## config.mk

```make
export PLATFORM = sky130hd
export DESIGN_NAME = fpadd_wb_stage_flat
export DESIGN_NICKNAME = d
export VERILOG_FILES = /design/src/rtl/fp_wb_pkg.sv /design/src/rtl/fpadd_wb_stage_if.sv /design/src/rtl/fp_wb_skid.sv /design/src/rtl/fpadd_wb_stage.sv /design/src/flat_wrapper.sv
export SDC_FILE = /design/constraint.sdc
export NUM_CORES = 1
export LEC_CHECK = 0
export CORE_MARGIN = 8
export CORE_UTILIZATION = 53
export CTS_CLUSTER_DIAMETER = 50
export CTS_CLUSTER_SIZE = 16
export DETAILED_ROUTE_END_ITERATION = 6
export HOLD_SLACK_MARGIN = 0.1
export PLACE_DENSITY = 0.84
export SYNTH_ARGS = -nofsm -noshare
export SYNTH_HDL_FRONTEND = slang
export SYNTH_SLANG_ARGS = --single-unit
```

## constraint.sdc

```tcl
create_clock -name clk -period 7.6 [get_ports clk]
set_input_delay 2.28 -clock clk [delete_from_list [all_inputs] [get_ports clk]]
set_output_delay 2.28 -clock clk [all_outputs]
set_load 0.01 [all_outputs]
```

## src/rtl/fp_wb_pkg.sv

```systemverilog
// Shared types and flag bit positions for the fpadd writeback stage.
package fp_wb_pkg;

  localparam int FLAG_NV = 4;
  localparam int FLAG_DZ = 3;
  localparam int FLAG_OF = 2;
  localparam int FLAG_UF = 1;
  localparam int FLAG_NX = 0;

  localparam int WB_TAG_W = 4;

  typedef logic [4:0] fflags_t;

  typedef enum logic [1:0] {EMPTY, ONE, FULL} wb_state_t;

  // Default-width view of one buffered result; the top rebuilds this with its own TAG_W.
  typedef struct packed {
    logic [63:0]         result;
    fflags_t             flags;
    logic                denorm;
    logic [WB_TAG_W-1:0] tag;
  } wb_entry_t;

endpackage

```

## src/rtl/fpadd_wb_stage_if.sv

```systemverilog
// Producer/consumer handshake bundle around the fpadd writeback stage.
interface fpadd_wb_stage_if
  import fp_wb_pkg::*;
#(
  parameter int TAG_W = 4
);
  logic             in_valid;
  logic             in_ready;
  logic [63:0]      in_result;
  fflags_t          in_flags;
  logic             in_denorm;
  logic [TAG_W-1:0] in_tag;

  logic             out_valid;
  logic             out_ready;
  logic [63:0]      out_result;
  fflags_t          out_flags;
  logic             out_denorm;
  logic [TAG_W-1:0] out_tag;

  modport master (
    output in_valid, in_result, in_flags, in_denorm, in_tag, out_ready,
    input  in_ready, out_valid, out_result, out_flags, out_denorm, out_tag
  );

  modport slave (
    input  in_valid, in_result, in_flags, in_denorm, in_tag, out_ready,
    output in_ready, out_valid, out_result, out_flags, out_denorm, out_tag
  );
endinterface

```

## src/rtl/fp_wb_skid.sv

```systemverilog
// Two-entry skid buffer with registered in_ready and flush.
//  state   | meaning
//  S_EMPTY | nothing buffered
//  S_ONE   | head valid, spare free
//  S_FULL  | head and spare valid, in_ready low
module fp_wb_skid #(
  parameter int W = 8
) (
  input  logic         clk,
  input  logic         reset,
  input  logic         flush,
  input  logic         in_valid,
  output logic         in_ready,
  input  logic [W-1:0] in_data,
  output logic         out_valid,
  input  logic         out_ready,
  output logic [W-1:0] out_data
);

  localparam logic [1:0] S_EMPTY = 2'd0;
  localparam logic [1:0] S_ONE   = 2'd1;
  localparam logic [1:0] S_FULL  = 2'd2;

  logic [1:0]   state;
  logic [1:0]   state_nxt;
  logic [W-1:0] head;
  logic [W-1:0] spare;
  logic         accept;
  logic         retire;

  assign accept    = in_valid & in_ready;
  assign retire    = out_valid & out_ready;
  assign out_valid = (state != S_EMPTY);
  assign out_data  = head;

  always_comb begin
    state_nxt = state;
    case (state)
      S_EMPTY: if (accept) state_nxt = S_ONE;
      S_ONE: begin
        if (accept && !retire)      state_nxt = S_FULL;
        else if (retire && !accept) state_nxt = S_EMPTY;
      end
      S_FULL:  if (retire) state_nxt = S_ONE;
      default: state_nxt = S_EMPTY;
    endcase
    if (flush) state_nxt = S_EMPTY;
  end

  always_ff @(posedge clk) begin
    if (!reset) begin
      state    <= S_EMPTY;
      in_ready <= 1'b1;
      head     <= '0;
      spare    <= '0;
    end else begin
      state    <= state_nxt;
      in_ready <= (state_nxt != S_FULL);
      // A flushed cycle writes nothing, so an accept in that cycle is dropped.
      if (!flush) begin
        case (state)
          S_EMPTY: if (accept) head <= in_data;
          S_ONE: begin
            if (accept && retire) head  <= in_data;
            else if (accept)      spare <= in_data;
          end
          S_FULL:  if (retire) head <= spare;
          default: ;
        endcase
      end
    end
  end

endmodule

```

## src/rtl/fpadd_wb_stage.sv

```systemverilog
// fpadd writeback: skid-buffers results, accumulates sticky fflags, traps and counts retires.
module fpadd_wb_stage
  import fp_wb_pkg::*;
#(
  parameter int TAG_W = 4,
  parameter int CNT_W = 32
) (
  input  logic                 clk,
  input  logic                 reset,
  fpadd_wb_stage_if.slave      wb,
  input  logic                 flush,
  output fflags_t              fflags,
  input  logic                 fflags_wr,
  input  fflags_t              fflags_wdata,
  input  logic                 fflags_clr,
  input  fflags_t              exc_en,
  output logic                 exc_trap,
  output logic [CNT_W-1:0]     retired_cnt
);

  typedef struct packed {
    logic [63:0]      result;
    fflags_t          flags;
    logic             denorm;
    logic [TAG_W-1:0] tag;
  } entry_t;

  entry_t  in_entry;
  entry_t  head;
  logic    retire;
  fflags_t retire_flags;

  assign in_entry = {wb.in_result, wb.in_flags, wb.in_denorm, wb.in_tag};

  fp_wb_skid #(
    .W ($bits(entry_t))
  ) u_skid (
    .clk       (clk),
    .reset     (reset),
    .flush     (flush),
    .in_valid  (wb.in_valid),
    .in_ready  (wb.in_ready),
    .in_data   (in_entry),
    .out_valid (wb.out_valid),
    .out_ready (wb.out_ready),
    .out_data  (head)
  );

  assign wb.out_result = head.result;
  assign wb.out_flags  = head.flags;
  assign wb.out_denorm = head.denorm;
  assign wb.out_tag    = head.tag;

  assign retire       = wb.out_valid & wb.out_ready;
  assign retire_flags = wb.out_flags & {5{retire}};

  always_ff @(posedge clk) begin
    if (!reset) begin
      fflags      <= '0;
      exc_trap    <= 1'b0;
      retired_cnt <= '0;
    end else begin
      // A software write wins outright; clear still lets this cycle's retire flags through.
      if (fflags_wr)       fflags <= fflags_wdata;
      else if (fflags_clr) fflags <= retire_flags;
      else                 fflags <= fflags | retire_flags;
      exc_trap    <= |(retire_flags & exc_en);
      retired_cnt <= retired_cnt + CNT_W'(retire);
    end
  end

endmodule
```

## src/flat_wrapper.sv

```systemverilog
// flat-port wrapper written by rule: the top's interface ports become plain ports
module fpadd_wb_stage_flat import fp_wb_pkg::*;
#(
  parameter int TAG_W = 4,
  parameter int CNT_W = 32
)
  (clk, reset, flush, fflags, fflags_wr, fflags_wdata, fflags_clr, exc_en, exc_trap, retired_cnt, wb_in_valid, wb_in_result, wb_in_flags, wb_in_denorm, wb_in_tag, wb_out_ready, wb_in_ready, wb_out_valid, wb_out_result, wb_out_flags, wb_out_denorm, wb_out_tag);
  fpadd_wb_stage_if #(.TAG_W(TAG_W)) wb_i ();
  input  logic clk;
  input  logic reset;
  input  logic flush;
  output fflags_t fflags;
  input  logic fflags_wr;
  input  fflags_t fflags_wdata;
  input  logic fflags_clr;
  input  fflags_t exc_en;
  output logic exc_trap;
  output logic [CNT_W-1:0] retired_cnt;
  input wire logic [$bits(wb_i.in_valid)-1:0] wb_in_valid;
  input wire logic [$bits(wb_i.in_result)-1:0] wb_in_result;
  input wire logic [$bits(wb_i.in_flags)-1:0] wb_in_flags;
  input wire logic [$bits(wb_i.in_denorm)-1:0] wb_in_denorm;
  input wire logic [$bits(wb_i.in_tag)-1:0] wb_in_tag;
  input wire logic [$bits(wb_i.out_ready)-1:0] wb_out_ready;
  output wire logic [$bits(wb_i.in_ready)-1:0] wb_in_ready;
  output wire logic [$bits(wb_i.out_valid)-1:0] wb_out_valid;
  output wire logic [$bits(wb_i.out_result)-1:0] wb_out_result;
  output wire logic [$bits(wb_i.out_flags)-1:0] wb_out_flags;
  output wire logic [$bits(wb_i.out_denorm)-1:0] wb_out_denorm;
  output wire logic [$bits(wb_i.out_tag)-1:0] wb_out_tag;
  assign wb_i.in_valid = wb_in_valid;
  assign wb_i.in_result = wb_in_result;
  assign wb_i.in_flags = wb_in_flags;
  assign wb_i.in_denorm = wb_in_denorm;
  assign wb_i.in_tag = wb_in_tag;
  assign wb_i.out_ready = wb_out_ready;
  assign wb_in_ready = wb_i.in_ready;
  assign wb_out_valid = wb_i.out_valid;
  assign wb_out_result = wb_i.out_result;
  assign wb_out_flags = wb_i.out_flags;
  assign wb_out_denorm = wb_i.out_denorm;
  assign wb_out_tag = wb_i.out_tag;
  fpadd_wb_stage #(.TAG_W(TAG_W), .CNT_W(CNT_W)) u_core (.clk(clk), .reset(reset), .wb(wb_i), .flush(flush), .fflags(fflags), .fflags_wr(fflags_wr), .fflags_wdata(fflags_wdata), .fflags_clr(fflags_clr), .exc_en(exc_en), .exc_trap(exc_trap), .retired_cnt(retired_cnt));
endmodule
```

==> results of run 1 <==
## stage by stage
step	hold slack, ps	instances	instance area, um^2	util [%]
6_report	453	1310	10700	71.1
5_1_grt	466	1310	10700	71.1
3_3_place_gp	441	1277	10100	66.9
3_5_place_dp	446	1277	10100	66.9
4_1_cts	455	1309	10700	71.1
2_1_floorplan	436	960	8060	-
## final timing paths
path	start	endpoint	slack, ps	cells after the start
worst max register to register	u_core.u_skid.state[1]	u_core.retired_cnt[20]	4830	8
worst min register to register	u_core.u_skid.spare[23]	u_core.u_skid.spare[23]	450	2
worst min-delay path	u_core.u_skid.spare[23]	u_core.u_skid.spare[23]	450	2
worst max-delay path	wb_out_ready	u_core.retired_cnt[20]	3020	8
## metal layers
metal | up-vias | wire, um
met2 | 232 | 10600
met1 | 3521 | 9220
met3 | 39 | 1700
met4 | 2 | 596
li1 | 3685 | -
met5 | - | 13
## registers in the layout (all words and copies together) (netlist names)
register	cells
u_core.u_skid.state	2
u_core.fflags	5
u_core.exc_trap	1
u_core.u_skid.spare	74
u_core.u_skid.out_data	74
u_core.retired_cnt	32
u_core.u_skid.in_ready	1
## synthesized netlist by cell type (2+ instances only)
cell | n | area, um^2
nor2_1 | 11 | 41.3
nand4_1 | 12 | 75.1
and2_1 | 4 | 25.0
o31ai_1 | 9 | 67.6
buf_2 | 11 | 55.1
o21ai_0 | 84 | 420
nand3b_1 | 2 | 15.0
nand2_1 | 162 | 608
clkbuf_1 | 63 | 236
buf_1 | 5 | 18.8
or4_1 | 9 | 67.6
nor2b_1 | 6 | 37.5
ha_1 | 2 | 25.0
or3_1 | 84 | 526
xor2_1 | 3 | 26.3
dfxtp_1 | 189 | 3780
nor4_1 | 3 | 18.8
o31a_1 | 2 | 17.5
nand2b_1 | 2 | 12.5
nand3_1 | 7 | 35.0
and3_1 | 4 | 25.0
and3b_1 | 2 | 17.5
nor3_1 | 7 | 35.0
mux2i_1 | 75 | 751
a221oi_1 | 5 | 43.8
a21oi_1 | 169 | 846
xnor2_1 | 7 | 61.3
inv_1 | 6 | 22.5
## power groups by stage
stage               Sequential, mW  Combinational (mW)  Clock (mW)
finish                        1.03               0.211       0.942
global route                  1.03               0.230       0.994
CTS                           1.03               0.212       0.955
detailed placement            1.05               0.210           0
global placement              1.05               0.207           0
floorplan                     1.06              0.0854           0
## cell type report
cell class	count	share of cell area, %
clock buffer	18	4.11
antenna	1	0.0234
sequential	189	35.4
clock inverter	14	1.79
timing repair buffer	211	19.6
multi-input combinational	683	36.7
inverter	6	0.234
tap	188	2.20
## cell families (layout without fill, tap and decap cells)
family,after synthesis,in the layout,synth area share [%]
AO/OA/AOI/OAI,274,274,17.8
adder cells (fa/ha/maj),2,2,0.310
XOR/XNOR,10,10,1.09
flip-flops,189,189,46.9
buffers and inverters,88,249,4.53
AND/OR/NAND/NOR,322,322,20.0
multiplexers,75,75,9.32
other,0,1,0
## worst max-delay path: cells and delay by family
kind	cells	cell delay (ps)
and+or+nand+nor	4	1400
adders and majority gates	2	540
AOI/OAI and AO/OA	1	150
buffers and inverters	1	560
==> run metrics, run 1 <==
Critical Path Max Stage Delay=560 ps; Die X=about 140 um; peak supply drop=142 uV; Clock Power Share=between 40% and 50%; met1 Usage GRT=26.5%; WP data required=7950 ps; CP max-delay cell=clkdlybuf4s50_1; DRT iter0 DRCs=approximately 460; GR met2 Demand/Resource=36.3%; Via Count=7,479; Die ar.=slightly below 20,000 um^2; post-DP HPWL=14,400 um; YS warnings=0; switching power=498 uW; RSZ-0062 raised after global routing=false; layout cells sized above 1=approximately 4.5%; final setup margin=a little over 3000 ps; Layout fillers=1,192; port bufs=204; period utilization=60.2%; initial antenna violation count=2; CTS tree=built; CP Capture Type=flop; Final Critical Period=between 4000 and 5000 ps; std cell rows=45; Clock Latency Late Sink=approximately 420 ps; DR WL/cell=16.9 um; setup repair bufs after CTS=0; Fin. Hold Viols=0; largest net degree at the start of global routing=roughly 120; crit path DAT=4930 ps; share of synthesized registers carrying an async set or reset=0%; min-delay worst type=flop to flop; Routability Congestion=0.846; htree depth=4; clock tree root driver cell=clkbuf_16; DRT Pass-1 Iters=6; GRT Residual Overflow=0; most frequent cells in the layout=clkdlybuf4s50_1, dfxtp_1, a21oi_1; num ports=about 210; Pint=1.68 mW; fin. max-slew vios=0; ys flop type=dfxtp_1; final setup vio count=0; part of the power in registers=47.2%; fmax=218 MHz; gate count after technology mapping=960; Total Power=between 2 and 2.5 mW; GR met3 Demand/Resource=6.77%; Num CTS Buffers=17; wirelength, routed=22,200 um; CP cell instances=clkdlybuf4s50_1, and2_1, ha_1, ha_1, and2_1, nand4_1, or4_1, a21oi_1; Logic pwr share=9.7%; clk_skew=5.42 ps; first-pass GRT wire length=35,600 um; P_leak=between 4 and 5 nW; GRT busiest layer=met2; syn nets=1,053; clk slew on worst S/H paths=roughly 70 ps; CP Launch Type=input port; Mapped Area=8060 um^2; Seq. cell area=3780 um^2; Clock Sink Count=189; FF+latch count, synth=189; sequential share of the synthesized area=between 40 and 50%; area occupied by multi-input gates=3920 um^2; pwr dens=204 nW/um^2; post-synthesis cell type count=43; Post-synth EDFFs=0; detailed-route DRC error count=0; max-cap violation count=0; final net count=roughly 1,200; Mapped Avg Cell Area=8.39 um^2; setup tns final=0 ps; commonest non-fill, non-tap cell in the layout=clkdlybuf4s50_1; status=finished clean; Max Fanout on Critical Path=9; Starting Density=between 50% and 60%; DP Worst Slack=2600 ps; post-CTS sizing=0; Via density=approximately 5.7; Slew @ Worst Pin=958 ps; worst rel slew slack=between 30% and 40%; cts hold-fix bufs=0; CTS Buffer Depth=2; Die Height=139 um; Setup Crit Path Kind=input port to flop; Post-DRT Antenna Nets=0; total track usage=around 22%; area grow syn2layout=32.6%; Core Area=15,000 um^2; number of global-route vias before repair=6,972; Sw Share=22.8%
Note: power is estimated with default switching activity, not from simulation.
==> run 2, diff against run 1 <==
--- a/config.mk
+++ b/config.mk
@@ -6,12 +6,12 @@
 export NUM_CORES = 1
 export LEC_CHECK = 0
 export CORE_MARGIN = 8
-export CORE_UTILIZATION = 53
+export CORE_UTILIZATION = 49
 export CTS_CLUSTER_DIAMETER = 50
 export CTS_CLUSTER_SIZE = 16
 export DETAILED_ROUTE_END_ITERATION = 6
 export HOLD_SLACK_MARGIN = 0.1
-export PLACE_DENSITY = 0.84
+export PLACE_DENSITY = 0.78
 export SYNTH_ARGS = -nofsm -noshare
 export SYNTH_HDL_FRONTEND = slang
 export SYNTH_SLANG_ARGS = --single-unit
==> constraint.sdc (replaced) <==
create_clock -name clk -period 4.3 [get_ports clk]
set_input_delay 1.29 -clock clk [delete_from_list [all_inputs] [get_ports clk]]
set_output_delay 1.29 -clock clk [all_outputs]
set_load 0.01 [all_outputs]
==> run metrics, run 2 (same netlist as run 1, synthesis figures left out) <==
status=finished clean; Bufs and invs on worst path=1 (unchanged); Critical Path Max Stage Delay=560 ps (about the same); setup repair bufs after CTS=0 (unchanged); met2 WL=10,600 um (-0.23%); fin. max-slew vios=0 (unchanged); final net count=1,206 (+0.42%); CTS Buffer Depth=2 (unchanged); Slew @ Worst Pin=896 ps (-61.5 ps); clock tree root driver cell=clkbuf_16; hold path cells=2 (unchanged); DP Worst Slack=310 ps (-2290 ps); initial antenna violation count=4 (+2); part of the power in registers=48.3% (+1.1 points); period utilization=83.1%; min-delay worst type=flop to flop; port bufs=204 (unchanged); most frequent cells in the layout=clkdlybuf4s50_1, dfxtp_1, a21oi_1; Clock Sink Count=189 (unchanged); CP delay by family, top=simple AND/OR/NAND/NOR gates; CP cell instances=clkdlybuf4s50_1, and2_1, ha_1, ha_1, and2_1, nand4_1, or4_1, a21oi_1; post-DP HPWL=14,700 um (+1.9%); wirelength, routed=22,000 um (-0.53%); Num CTS Buffers=17 (unchanged); Sw Share=23.9% (+1.1 points); commonest non-fill, non-tap cell in the layout=clkdlybuf4s50_1; Routability Congestion=0.891 (+5.2%); first-pass GRT wire length=34,900 um (-2.2%); CTS tree=built; GRT Residual Overflow=0 (unchanged); DRT iter0 DRCs=486 (+5.4%); Via Count=7,430 (-0.66%); largest net degree at the start of global routing=111 (-5.1%); Clock Power Share=41.6% (-1.5 points); area grow syn2layout=33.2%; total track usage=20.9% (-1.3 points); WP data required=4660 ps (-3290 ps); DR WL met3=1380 um (-19%); worst rel slew slack=40.3% (+4.1 points); Final Critical Period=3580 ps; CP max-delay cell=clkdlybuf4s50_1; Seq. cell area=3780 um^2 (unchanged); Die Height=144 um (+3.5%); hold slack=454 ps (+0.291 ps); clk slew on worst S/H paths=70 ps (about the same); crit path DAT=3930 ps (-1000 ps); Pint=2.86 mW (+70%); Core Area=16,300 um^2 (+8.7%); post-layout util=65.7% (-5.4 points); setup tns final=0 ps (unchanged); std cell rows=47 (+4.4%); pwr dens=351 nW/um^2 (+72%); area occupied by multi-input gates=3920 um^2 (unchanged); R2R depth=8 (unchanged); Setup Crit Path Kind=input port to flop; Die ar.=20,800 um^2 (+7.2%); DR WL/cell=16.4 um (-3.3%); cts hold-fix bufs=0 (unchanged); final setup margin=725 ps (-2300 ps); CP Capture Type=flop; switching power=900 uW (+81%); Die X=144 um (+3.5%); Starting Density=49.3% (-4.3 points); max-cap violation count=0 (unchanged); number of global-route vias before repair=6,875 (-1.4%); Max Fanout on Critical Path=9 (unchanged); Layout fillers=1,415 (+19%); Via density=5.52 (-3.4%); M1 WL=9610 um (+4.2%); Highest Signal Layer=met5; post-CTS sizing=0 (unchanged); Logic pwr share=10.0% (+0.3 points); peak supply drop=295 uV (+110%); RSZ-0062 raised after global routing=false; Fin. Hold Viols=0 (unchanged); htree depth=4 (unchanged); num ports=205 (unchanged); Post-DRT Antenna Nets=0 (unchanged); fmax=280 MHz; P_leak=4.04 nW (+0.10%); detailed-route DRC error count=0 (unchanged); layout cells sized above 1=4.88% (+0.42 points); DRT Pass-1 Iters=5 (-1); CP Launch Type=input port; final setup vio count=0 (unchanged); CP Depth=8 (unchanged); Clock Latency Late Sink=430 ps (about the same); clk_skew=11.4 ps (+5.94 ps)
[run 2: stage by stage]
| step | std cells | power [mW] | area [um^2] |
|---|---|---|---|
| 6_report | 1347 | 3.76 | 10700 |
| 4_1_cts | 1346 | 3.79 | 10700 |
| 3_3_place_gp | 1314 | 2.23 | 10100 |
| 2_1_floorplan | 960 | 2.02 | 8060 |
| 3_5_place_dp | 1314 | 2.24 | 10100 |
| 5_1_grt | 1347 | 3.91 | 10700 |
[run 2: area by class of cell]
cell class / count / share of cell area [%]
repair buffers: 216 / 20.0
diodes: 1 / 0.0233
multi-input cells: 683 / 36.5
clock buffers: 18 / 4.09
well taps: 220 / 2.56
inverters: 6 / 0.256
flip-flops and latches: 189 / 35.2
clock inverters: 14 / 1.34
[run 2: routing by layer]
| metal | GRT usage (%) | up-vias |
|---|---|---|
| met1 | 25.7 | 3512 |
| met3 | 5.78 | 32 |
| met5 | 0 | - |
| li1 | - | 3692 |
| met2 | 34.5 | 188 |
| met4 | 6.90 | 6 |
[run 2: power by group through the flow]
| stage | Combinational, mW | Sequential (mW) | Clock, mW |
|---|---|---|---|
| floorplan | 0.151 | 1.87 | 0 |
| global placement | 0.373 | 1.86 | 0 |
| detailed placement | 0.378 | 1.86 | 0 |
| CTS | 0.380 | 1.82 | 1.59 |
| global route | 0.409 | 1.82 | 1.68 |
| finish | 0.377 | 1.82 | 1.57 |
[run 2: worst reg2reg max path, cell delays in order, from the launching register on]
cell and delay [ps]:
dfxtp_1 480, or2_2 180, and2_1 310, ha_1 290, ha_1 250, and2_1 200, nand4_1 300, or4_1 550
a21oi_1 140
[run 2: worst paths after layout]
kind / startpoint / slack [ps] / to
setup / recovery: wb_out_ready / 720 / u_core.retired_cnt[20]
hold / removal: u_core.u_skid.spare[69] / 450 / u_core.u_skid.spare[69]
setup reg to reg: u_core.u_skid.state[1] / 1540 / u_core.retired_cnt[20]
hold reg to reg: u_core.u_skid.spare[69] / 450 / u_core.u_skid.spare[69]
